## src/rtl/tt_sat_counter.sv

```systemverilog
// Saturating up-counter with synchronous clear; a clear and an increment in
// the same cycle leave the value at one.
module tt_sat_counter #(
   parameter int W = 16
) (
   input  logic         clk,
   input  logic         rst,
   input  logic         inc,
   input  logic         clr,
   output logic [W-1:0] value
);

   always_ff @(posedge clk or posedge rst) begin
      if (rst) begin
         value <= '0;
      end else if (clr) begin
         value <= inc ? W'(1) : '0;
      end else if (inc && (value != '1)) begin
         value <= value + W'(1);
      end
   end

endmodule

```

## config.mk

```make
export PLATFORM = sky130hd
export DESIGN_NAME = tt_sat_counter
export DESIGN_NICKNAME = d
export VERILOG_FILES = /design/src/rtl/tt_sat_counter.sv
export SDC_FILE = /design/constraint.sdc
export NUM_CORES = 1
export LEC_CHECK = 0
export BUFFER_PORTS_ARGS = -buffer_cell sky130_fd_sc_hd__buf_2
export CAP_MARGIN = 20
export CORE_ASPECT_RATIO = 0.9
export CORE_UTILIZATION = 30
export CTS_CLUSTER_SIZE = 10
export DETAILED_ROUTE_END_ITERATION = 10
export SLEW_MARGIN = 20
export SYNTH_ARGS = -nofsm -noshare
export SYNTH_HDL_FRONTEND = slang
export SYNTH_SLANG_ARGS = --single-unit
export TNS_END_PERCENT = 5
```

## constraint.sdc

```tcl
create_clock -name clk -period 1.8 [get_ports clk]
set_input_delay 0.09 -clock clk [delete_from_list [all_inputs] [get_ports clk]]
set_output_delay 0.09 -clock clk [all_outputs]
set_load 0.01 [all_outputs]
```

# Yosys cells after proc, flatten, opt, wreduce, memory -nomap -nowiden
# Index checks and enable logic that the tools add are counted.
# totals
word_cells	8
input_bits	4
register_bits	16
out_inout_bits	16
# op_classes
n_addsub	1
reduce_logical	2
n_eq_ne	1
mux	3
# ops
op	n
$mux W16	2
$add A16 B1 Y16 const B	1
$ne A16 B16 Y1 const B	1
$reduce_bool A2 Y1	1
$logic_and A1 B1 Y1	1
$mux W1	1

# Longest topological paths before layout
# Gate-level depths: netlist of run 1.
# depth
depth_word	4
mapped_depth	5
mapped_depth_nobuf	5

# Worst setup path after synthesis of run 1
# OpenSTA, ideal clock, no wires.
# synth_path
path_kind	register -> register
start	register value[0]
end	register value[12]
setup_ns	0.078
n_path_buf	0
path_stages_with_launch	6
slack_ns	0.032
period_less_slack_ns	1.768
arrival_ns	1.690
required_time_ns	1.722
path_cell_list	dfrtp_1 -> ha_1 -> nand4_4 -> or3_4 -> or3_1 -> a21oi_1
# synth_between
elab_chain_len	3
elab_cells_between_ends	6
classes_between	add/sub (1); eq/ne (1); mux (2); reduce/logical (2)
# synth_lines
element	line	text
from (decl)	10	output logic [W-1:0] value
from (signal assigned)	17	value <= inc ? W'(1) : '0;
from (signal assigned)	19	value <= value + W'(1);
$add A16 B1 Y16 / $ne A16 B16 Y1 (equally long branches)	19, 18	
$mux W16 / $logic_and A1 B1 Y1 (equally long branches)	18	end else if (inc && (value != '1)) begin
$mux W16 / $reduce_bool A2 Y1 (equally long branches)	--	
# Parallel ways exist; a longest one is shown, timed or not. The select of a mux whose other input is x is not followed.
# A chain may end at the register's enable or synchronous reset.

# Final worst setup path of run 1
# Same ends and word-level chain as after synthesis.

==> out/results.ini, run 1 <==
[status]
status=finished clean

[synth]
synth_seq_cells=16
netlist_instances=96
syn_area_per_cell_um2=9.63
syn_nets=101
ys_seq_area_share_pct=43.3
yosys_warnings=0
netlist_area_um2=925
synth.distinct_cells=31

[critical_path]
crit_fanout=6
start_kind=flip-flop
crit_arrival_ns=1.94
timing.rr.end=value[12]
reg2reg_slack_ns=0.07
r2r_start=value[0]
path_class=reg2reg
end_kind=flip-flop
cp.required_ns=2.01
r2r_cells=5

[power_and_ir_drop]
p_comb_share_pct=11.9
clkPwrFrac_pct=29.9
power.switching_uw=164
netSwitchingFraction_pct=25.5
power_density_nw_per_um2=539
pwr-share-seq_pct=58.2
p_leak_nw=0.525
p_int_uw=478
peakVddDrop_v=0.000272

[floorplan]
io-pin-count=20
dieWidth_um=60.5
die_area_um2=3310
coreArea_um2=2840
fp.dieH_um=54.7
rows=18
start_util_pct=32.6

[finish]
layout_common_cells=buf_2 (19), dfrtp_1 (16), a21oi_1 (11), buf_4 (11), nand2_1 (8)
antennaDiodeCount=0
drive_above_1_share_pct=31.3
top_regs=value: 16 flops
fin_area_um2=1190
mostFrequentLayoutCell=buf_2
top_register=value
nNetsFinal=135
largest_reg_flops=16
areaGrowthSynthToFinish_pct=28.7
fillers=308

[sta]
fin_skew_ns=0.00757
rsz0062_at_grt=yes
max_freq_mhz=578
final-max-slew-violation-count=0
hold_violations=0
setup-violations-final=0
fin_crit_ns=1.73
worst-slew-pin-transition_ns=0.629
post-route-period-util_pct=96.2
slew_headroom_pct=58.0
final.setup.tns_ns=0

[routing]
wirelength_um=2270
viasPerCell=5.30
drt_iter0_drc=35
drc_errors=0
num_vias=890
ant_nets=0
drtPass1Iterations=4
drt-wirelength-per-cell_um=13.5

[run]
max-cap-violations=0

[clock_network]
tritoncts=done
insertion_delay_ns=0.29
root_buffer=clkbuf_4
postCtsSetupBuffers=0
cts_max_level=1
cts_inserted_buffers=3
clk_path_buf_depth=2
path_clk_slew_ns=0.10
numClockSinks=16

[placed_design]
dp.final_hpwl_um=1680
gp_congestion=0.784
io_buffers=19
dpl_cell_area_um2=1140

[worst_hold_path]
hp-start=inc
hold_class=in2reg
min_to=value[0]
hold_depth=3

[global_route]
antenna_found_initial=0
grt_pass1_wl_um=3580
grt_use_total_pct=15.0
grt_pass1_vias=801
grt-ovfl-total=0
grt_max_degree=18

repair_timing:
| item | in CTS | in global routing |
|---|---|---|
| gates resized for setup | 0 | 2 |
| endpoints found under the setup margin | 0 | 5 |
| hold endpoints to repair | 16 | 0 |
| hold buffers | 1 | 0 |
power by group through the flow:
stage / Clock (mW) / Combinational [mW] / Sequential [mW]
6_report: 0.192 / 0.0764 / 0.373
5_1_grt: 0.217 / 0.0867 / 0.375
4_1_cts: 0.194 / 0.0733 / 0.371
3_5_place_dp: 0 / 0.0709 / 0.378
3_3_place_gp: 0 / 0.0703 / 0.377
2_1_floorplan: 0 / 0.0338 / 0.383
metrics by stage:
stage,util (%),total power [mW],instances,setup slack [ns],hold WS (ns)
after floorplan,-,0.417,96,0.0324,0.00374
after global placement,40.3,0.448,164,0.119,0.194
after detailed placement,40.3,0.449,164,0.0587,0.209
after CTS,41.5,0.638,168,0.0393,0.163
after global routing,41.9,0.678,168,-0.0612,0.176
final,41.9,0.642,168,0.0687,0.160
worst max path at each step:
stage,end,startpoint,slack (ns)
after floorplan,value[12],value[0],0.03
after global placement,value[12],value[0],0.12
after detailed placement,value[12],value[0],0.06
after CTS,value[12],value[1],0.04
after global routing,value[7],value[11],-0.06
final,value[12],value[0],0.07
critical path: stages, from the launching register on:
cell and delay, ns:
dfrtp_1 0.40, ha_4 0.17, nand4_4 0.14, or3_4 0.43
or3_1 0.35, a21oi_1 0.15
routing by layer:
metal / global-route usage, % / vias to the layer above / wire length, um
met5: 0 / - / 0
met4: 1.89 / 0 / 0
met3: 4.26 / 0 / 113
met2: 25.1 / 22 / 1070
met1: 19.9 / 432 / 1080
li1: - / 436 / -
synthesized netlist by cell type (all sizes together):
cell type / n / share of area, %
dfrtp: 16 / 43
mux2i: 1 / 1.1
o21ai: 5 / 2.7
nand4: 6 / 5.7
nand3b: 1 / 0.81
inv: 4 / 1.6
and4: 2 / 1.9
o31ai: 6 / 4.9
nand3: 4 / 2.2
a21oi: 11 / 6.0
nor3: 3 / 2.2
nand2b: 1 / 0.68
xor2: 1 / 0.95
nor2: 3 / 1.2
nand2: 8 / 3.2
or4: 5 / 4.1
a211oi: 2 / 1.6
clkbuf: 1 / 0.41
or3: 6 / 4.6
o211ai: 1 / 0.81
ha: 1 / 1.4
and2: 2 / 1.4
o41ai: 2 / 4.7
and3: 2 / 1.4
or3b: 1 / 0.95
buf: 1 / 0.41
cell type report:
| cell class | instances | area [um^2] | area share (%) |
|---|---|---|---|
| multi-input combinational | 74 | 514 | 43.2 |
| timing repair buffer | 31 | 188 | 15.8 |
| tap | 40 | 50.0 | 4.21 |
| sequential | 16 | 400 | 33.6 |
| inverter | 4 | 15.0 | 1.26 |
| clock buffer | 3 | 22.5 | 1.89 |
cell families after synthesis:
group / Yosys count / synth area share [%]
adder cells (fa/ha/maj): 1 / 1.35
AO/OA/AOI/OAI: 27 / 20.7
multiplexers: 1 / 1.08
AND/OR/NAND/NOR: 44 / 30.2
flip-flops: 16 / 43.3
XOR/XNOR: 1 / 0.947
buffers and inverters: 6 / 2.43
Power figures use the tool's default switching activity.
==> run 2, diff against run 1 <==
Clock period 1.8 ns to 1.41 ns, I/O delays scaled along.
==> run 2 against run 1 <==
The flow now finishes with violations (negative setup slack); clock-buffer cell count rose by 1; hold slack got worse by 0.030 ns; clock skew fell by 0.0017 ns; wire length rose by 13%; highest routed layer is now met4; critical path depth did not move; die area did not move; maximum frequency rose by 3.8%; sequential power rose by 28%; global-route usage rose by 3.4 points; cell area rose by 18%.
==> out/results.ini, run 2 (same netlist as run 1, synthesis figures left out) <==
[sta]
post-route-period-util_pct=118
final-max-slew-violation-count=0
max_freq_mhz=600
slew_headroom_pct=57.1
setup-violations-final=16
worst-slew-pin-transition_ns=0.642
rsz0062_at_grt=yes
finalWorstSetupSlack_ns=-0.257
fin_skew_ns=0.00586
hold_violations=0
fin_crit_ns=1.67

[placed_design]
dp.final_hpwl_um=1930
post-place-cells=185
gp_congestion=0.752
detailedPlace.worstSlack_ns=-0.261
io_buffers=19

[finish]
nNetsFinal=158
antennaDiodeCount=0
top_register=value
finalNonFillerCells=192
mostFrequentLayoutCell=buf_4
fillers=303
top_regs=value: 16 flops
drive_above_1_share_pct=48.0
largest_reg_flops=16
areaGrowthSynthToFinish_pct=51.7
layout_common_cells=buf_4 (33), buf_2 (19), dfrtp_1 (13)

[power_and_ir_drop]
peakVddDrop_v=0.000514
pwr-share-seq_pct=55.5
clkPwrFrac_pct=30.9
p_comb_share_pct=13.7
p_int_uw=637
netSwitchingFraction_pct=25.9
power.switching_uw=222
p_leak_nw=0.657
power_density_nw_per_um2=613

[critical_path]
cp_slowest_stage_delay_ns=0.42
path_class=reg2reg
r2r_start=value[0]
worst-path-buf-inv=0
cp.required_ns=1.63
timing.rr.end=value[12]
worstPathCellList=ha_4 -> nand4_4 -> or3_4 -> or3_1 -> a21oi_2
crit_fanout=5
crit_family=simple AND/OR/NAND/NOR gates
start_kind=flip-flop
crit_arrival_ns=1.89
cpMaxStageDelayCell=or3_4
r2r_cells=5
reg2reg_slack_ns=-0.26
end_kind=flip-flop

[routing]
top_layer_used=met4
dr_wl_met2_um=1160
drtPass1Iterations=4
ant_nets=0
drt-wirelength-per-cell_um=13.3
viasPerCell=5.14
drc_errors=0
drt_iter0_drc=75
num_vias=986
wl_met3_um=94
wirelength_um=2550
met1_length_um=1290

[global_route]
grt_pass1_vias=981
grt_pass1_wl_um=4490
grt_max_degree=18
grt_use_total_pct=18.4
antenna_found_initial=0
grt-ovfl-total=0

[status]
violations=negative setup slack
status=finished, violations left

[floorplan]
io-pin-count=20
coreArea_um2=2840
rows=18
die_area_um2=3310
dieWidth_um=60.5
fp.dieH_um=54.7
start_util_pct=32.6

[worst_hold_path]
min_to=value[0]
hold_depth=3
hp-start=inc
hold_class=in2reg

[run]
max-cap-violations=0

[clock_network]
cts_inserted_buffers=3
root_buffer=clkbuf_4
path_clk_slew_ns=0.10
tritoncts=done
insertion_delay_ns=0.29
numClockSinks=16
clk_path_buf_depth=2
cts_max_level=1

==> run 2: cell types whose count changed in the layout (fill, tap and decap cells not counted), sizes merged <==
cell and delta:
clkbuf +1, buf +23
==> run 2: stage by stage <==
step | hold slack [ns] | instance area (um^2) | util (%) | TNS (ns) | power (mW)
floorplan | -0.0159 | 940 | - | -2.31 | 0.540
global placement | 0.186 | 1320 | 46.4 | -2.30 | 0.592
detailed placement | 0.194 | 1320 | 46.4 | -2.80 | 0.596
CTS | 0.127 | 1370 | 48.4 | -2.73 | 0.869
global route | 0.160 | 1400 | 49.4 | -3.94 | 0.909
finish | 0.130 | 1400 | 49.4 | -2.45 | 0.859
==> run 2: final cells by class <==
type,instances,area [um^2],area share [%]
Sequential cell,16,404,28.8
Timing Repair Buffer,54,364,26.0
Inverter,4,15.0,1.07
Multi-Input combinational cell,74,543,38.7
Tap cell,40,50.0,3.57
Clock buffer,4,26.3,1.87
==> run 2: repair_timing <==
action / 4_1_cts / 5_1_grt
buffers inserted: 0 / 2
hold buffers: 1 / 0
hold endpoints to repair: 16 / 0
pin swaps: 6 / 9
resized for setup: 6 / 4
setup endpoints to repair: 16 / 16
==> run 2: worst register-to-register path, delay by kind of cell (launching register included) <==
kind            cells  cell delay, ns
compound gates      1            0.12
flops               1            0.40
simple gates        3            0.92
fa+ha+maj           1            0.16
==> run 2: how the worst max path moves through the flow <==
stage | start | end | slack [ns] | cells past startpoint
floorplan | value[0] | value[12] | -0.25 | 5
global placement | value[1] | value[3] | -0.21 | 6
detailed placement | value[1] | value[12] | -0.26 | 5
CTS | value[1] | value[12] | -0.27 | 5
global route | value[0] | value[12] | -0.33 | 5
finish | value[0] | value[12] | -0.26 | 5
==> run 2: per-layer routing <==
layer / up-vias / track usage [%]
met5: - / 0
met4: 0 / 1.14
met3: 2 / 4.96
met2: 23 / 32.2
met1: 474 / 23.9
li1: 487 / -
==> run 2: power by group through the flow <==
stage | logic (mW) | registers (mW) | clock network (mW)
finish | 0.117 | 0.477 | 0.266
CTS | 0.118 | 0.477 | 0.275
floorplan | 0.0465 | 0.493 | 0
global placement | 0.107 | 0.485 | 0
global route | 0.132 | 0.478 | 0.298
detailed placement | 0.111 | 0.485 | 0
==> run 3, diff against run 2 <==
Settings changed: CAP_MARGIN 20 to 25, CORE_UTILIZATION 30 to 41, PLACE_DENSITY from default to 0.65.
==> run 3 against run 2 <==
The flow still finishes with violations (negative setup slack); clock-buffer cell count unchanged; largest cell class unchanged; power down 0.48%; via count up 1.9%; sequential share of layout area up 0.67 points; first-iteration DRC count down 55%; worst setup slack better by 0.031 ns; wire length up 1.6%; maximum frequency up 1.9%; clock skew up 0.0053 ns; critical endpoint is now value[2]; hold slack worse by 0.012 ns.
==> out/results.ini, run 3 (same netlist as run 1, synthesis figures left out) <==
[sta]
final.setup.tns_ns=-2.81
fin_crit_ns=1.64
hold_ws_ns=0.119
final-max-slew-violation-count=0
post-route-period-util_pct=116
finalWorstSetupSlack_ns=-0.227
slew_headroom_pct=59.0
fin_skew_ns=0.0112
worst-slew-pin-transition_ns=0.614
hold_violations=0
setup-violations-final=16
rsz0062_at_grt=yes
max_freq_mhz=611

[critical_path]
reg2reg_slack_ns=-0.23
crit_fanout=4
path_class=reg2reg
timing.rr.end=value[2]
crit_arrival_ns=1.81
end_kind=flip-flop
r2r_start=value[1]
r2r_cells=7
start_kind=flip-flop
cp.required_ns=1.58

[global_route]
antenna_found_initial=0
grt_max_degree=18
grt_pass1_wl_um=4140
grt-ovfl-total=0
grt_pass1_vias=889
grt_use_total_pct=24.4

[finish]
fillers=183
top_regs=value: 16 flops
fin_area_um2=1370
drive_above_1_share_pct=46.1
layout_common_cells=buf_4 (34), buf_2 (19), dfrtp_1 (14)
antennaDiodeCount=0
areaGrowthSynthToFinish_pct=47.8
mostFrequentLayoutCell=buf_4
top_register=value
largest_reg_flops=16
nNetsFinal=158

[worst_hold_path]
hp-start=inc
hold_depth=3
min_to=value[0]
hold_class=in2reg

[power_and_ir_drop]
p_int_uw=634
power_uw=855
p_comb_share_pct=13.4
netSwitchingFraction_pct=25.8
pwr-share-seq_pct=55.8
power.switching_uw=221
p_leak_nw=0.636
clkPwrFrac_pct=30.8
power_density_nw_per_um2=626
peakVddDrop_v=0.000490

[routing]
drt_iter0_drc=34
wirelength_um=2600
viasPerCell=5.68
drc_errors=0
drt-wirelength-per-cell_um=14.7
num_vias=1005
ant_nets=0
drtPass1Iterations=4

[placed_design]
dp.final_hpwl_um=1870
detailedPlace.worstSlack_ns=-0.282
gp_congestion=0.761
dpl_cell_area_um2=1280
io_buffers=19

[clock_network]
tritoncts=done
numClockSinks=16
path_clk_slew_ns=0.10
insertion_delay_ns=0.29
cts_max_level=1
cts_inserted_buffers=3
root_buffer=clkbuf_4
clk_path_buf_depth=2

[floorplan]
rows=15
io-pin-count=20
fp.dieH_um=47.1
die_area_um2=2450
coreArea_um2=2010
dieWidth_um=52.1
start_util_pct=46.0

[status]
violations=negative setup slack
status=finished, violations left

[run]
max-cap-violations=0

-- run 3: cell counts in the layout (fill, tap and decap cells not counted) --
No cell type changed its count.
-- run 3: cell type report --
cell class	count	area, um^2	share of cell area, %
repair buffers	54	360	26.4
flip-flops and latches	16	403	29.5
well taps	25	31.3	2.29
clock buffers	4	26.3	1.92
inverters	4	15.0	1.10
multi-input cells	74	531	38.8
-- run 3: worst max path at each step --
stage               from   endpoint  slack [ns]
2_1_floorplan   value[0]  value[12]       -0.25
3_3_place_gp    value[1]   value[1]       -0.22
3_5_place_dp    value[1]   value[1]       -0.28
4_1_cts         value[0]  value[12]       -0.25
5_1_grt        value[11]   value[1]       -0.30
6_report        value[1]   value[2]       -0.23
-- run 3: per-layer routing --
layer | share of wire (%) | track usage, %
met2 | 48 | 36.9
met1 | 47 | 34.2
met3 | 4.4 | 6.80
met4 | 0.46 | 7.57
met5 | 0 | 0
-- run 3: stage by stage --
| step | utilization (%) | cells |
|---|---|---|
| 3_3_place_gp | 63.9 | 168 |
| 5_1_grt | 68.0 | 177 |
| 2_1_floorplan | - | 96 |
| 3_5_place_dp | 63.9 | 168 |
| 4_1_cts | 66.8 | 174 |
| 6_report | 68.0 | 177 |
-- run 3: timing repair --
action / CTS / global route
endpoints found under the hold margin: 16 / 0
setup buffers: 1 / 3
pin swaps: 11 / 1
resized for setup: 4 / 1
setup endpoints to repair: 16 / 16
hold buffers: 1 / 0
-- run 3: worst max-delay path, cell delays in order (launching register included) --
cell	delay (ns)
dfrtp_2	0.40
ha_4	0.15
nand4_4	0.11
buf_4	0.17
o41ai_2	0.32
buf_4	0.17
xor2_1	0.14
nor2_1	0.05
-- run 3: power by group through the flow --
| stage | sequential (mW) | combinational [mW] | clock [mW] |
|---|---|---|---|
| after floorplan | 0.493 | 0.0465 | 0 |
| after global placement | 0.485 | 0.104 | 0 |
| after detailed placement | 0.486 | 0.107 | 0 |
| after CTS | 0.477 | 0.113 | 0.272 |
| after global routing | 0.479 | 0.127 | 0.288 |
| final | 0.478 | 0.115 | 0.263 |
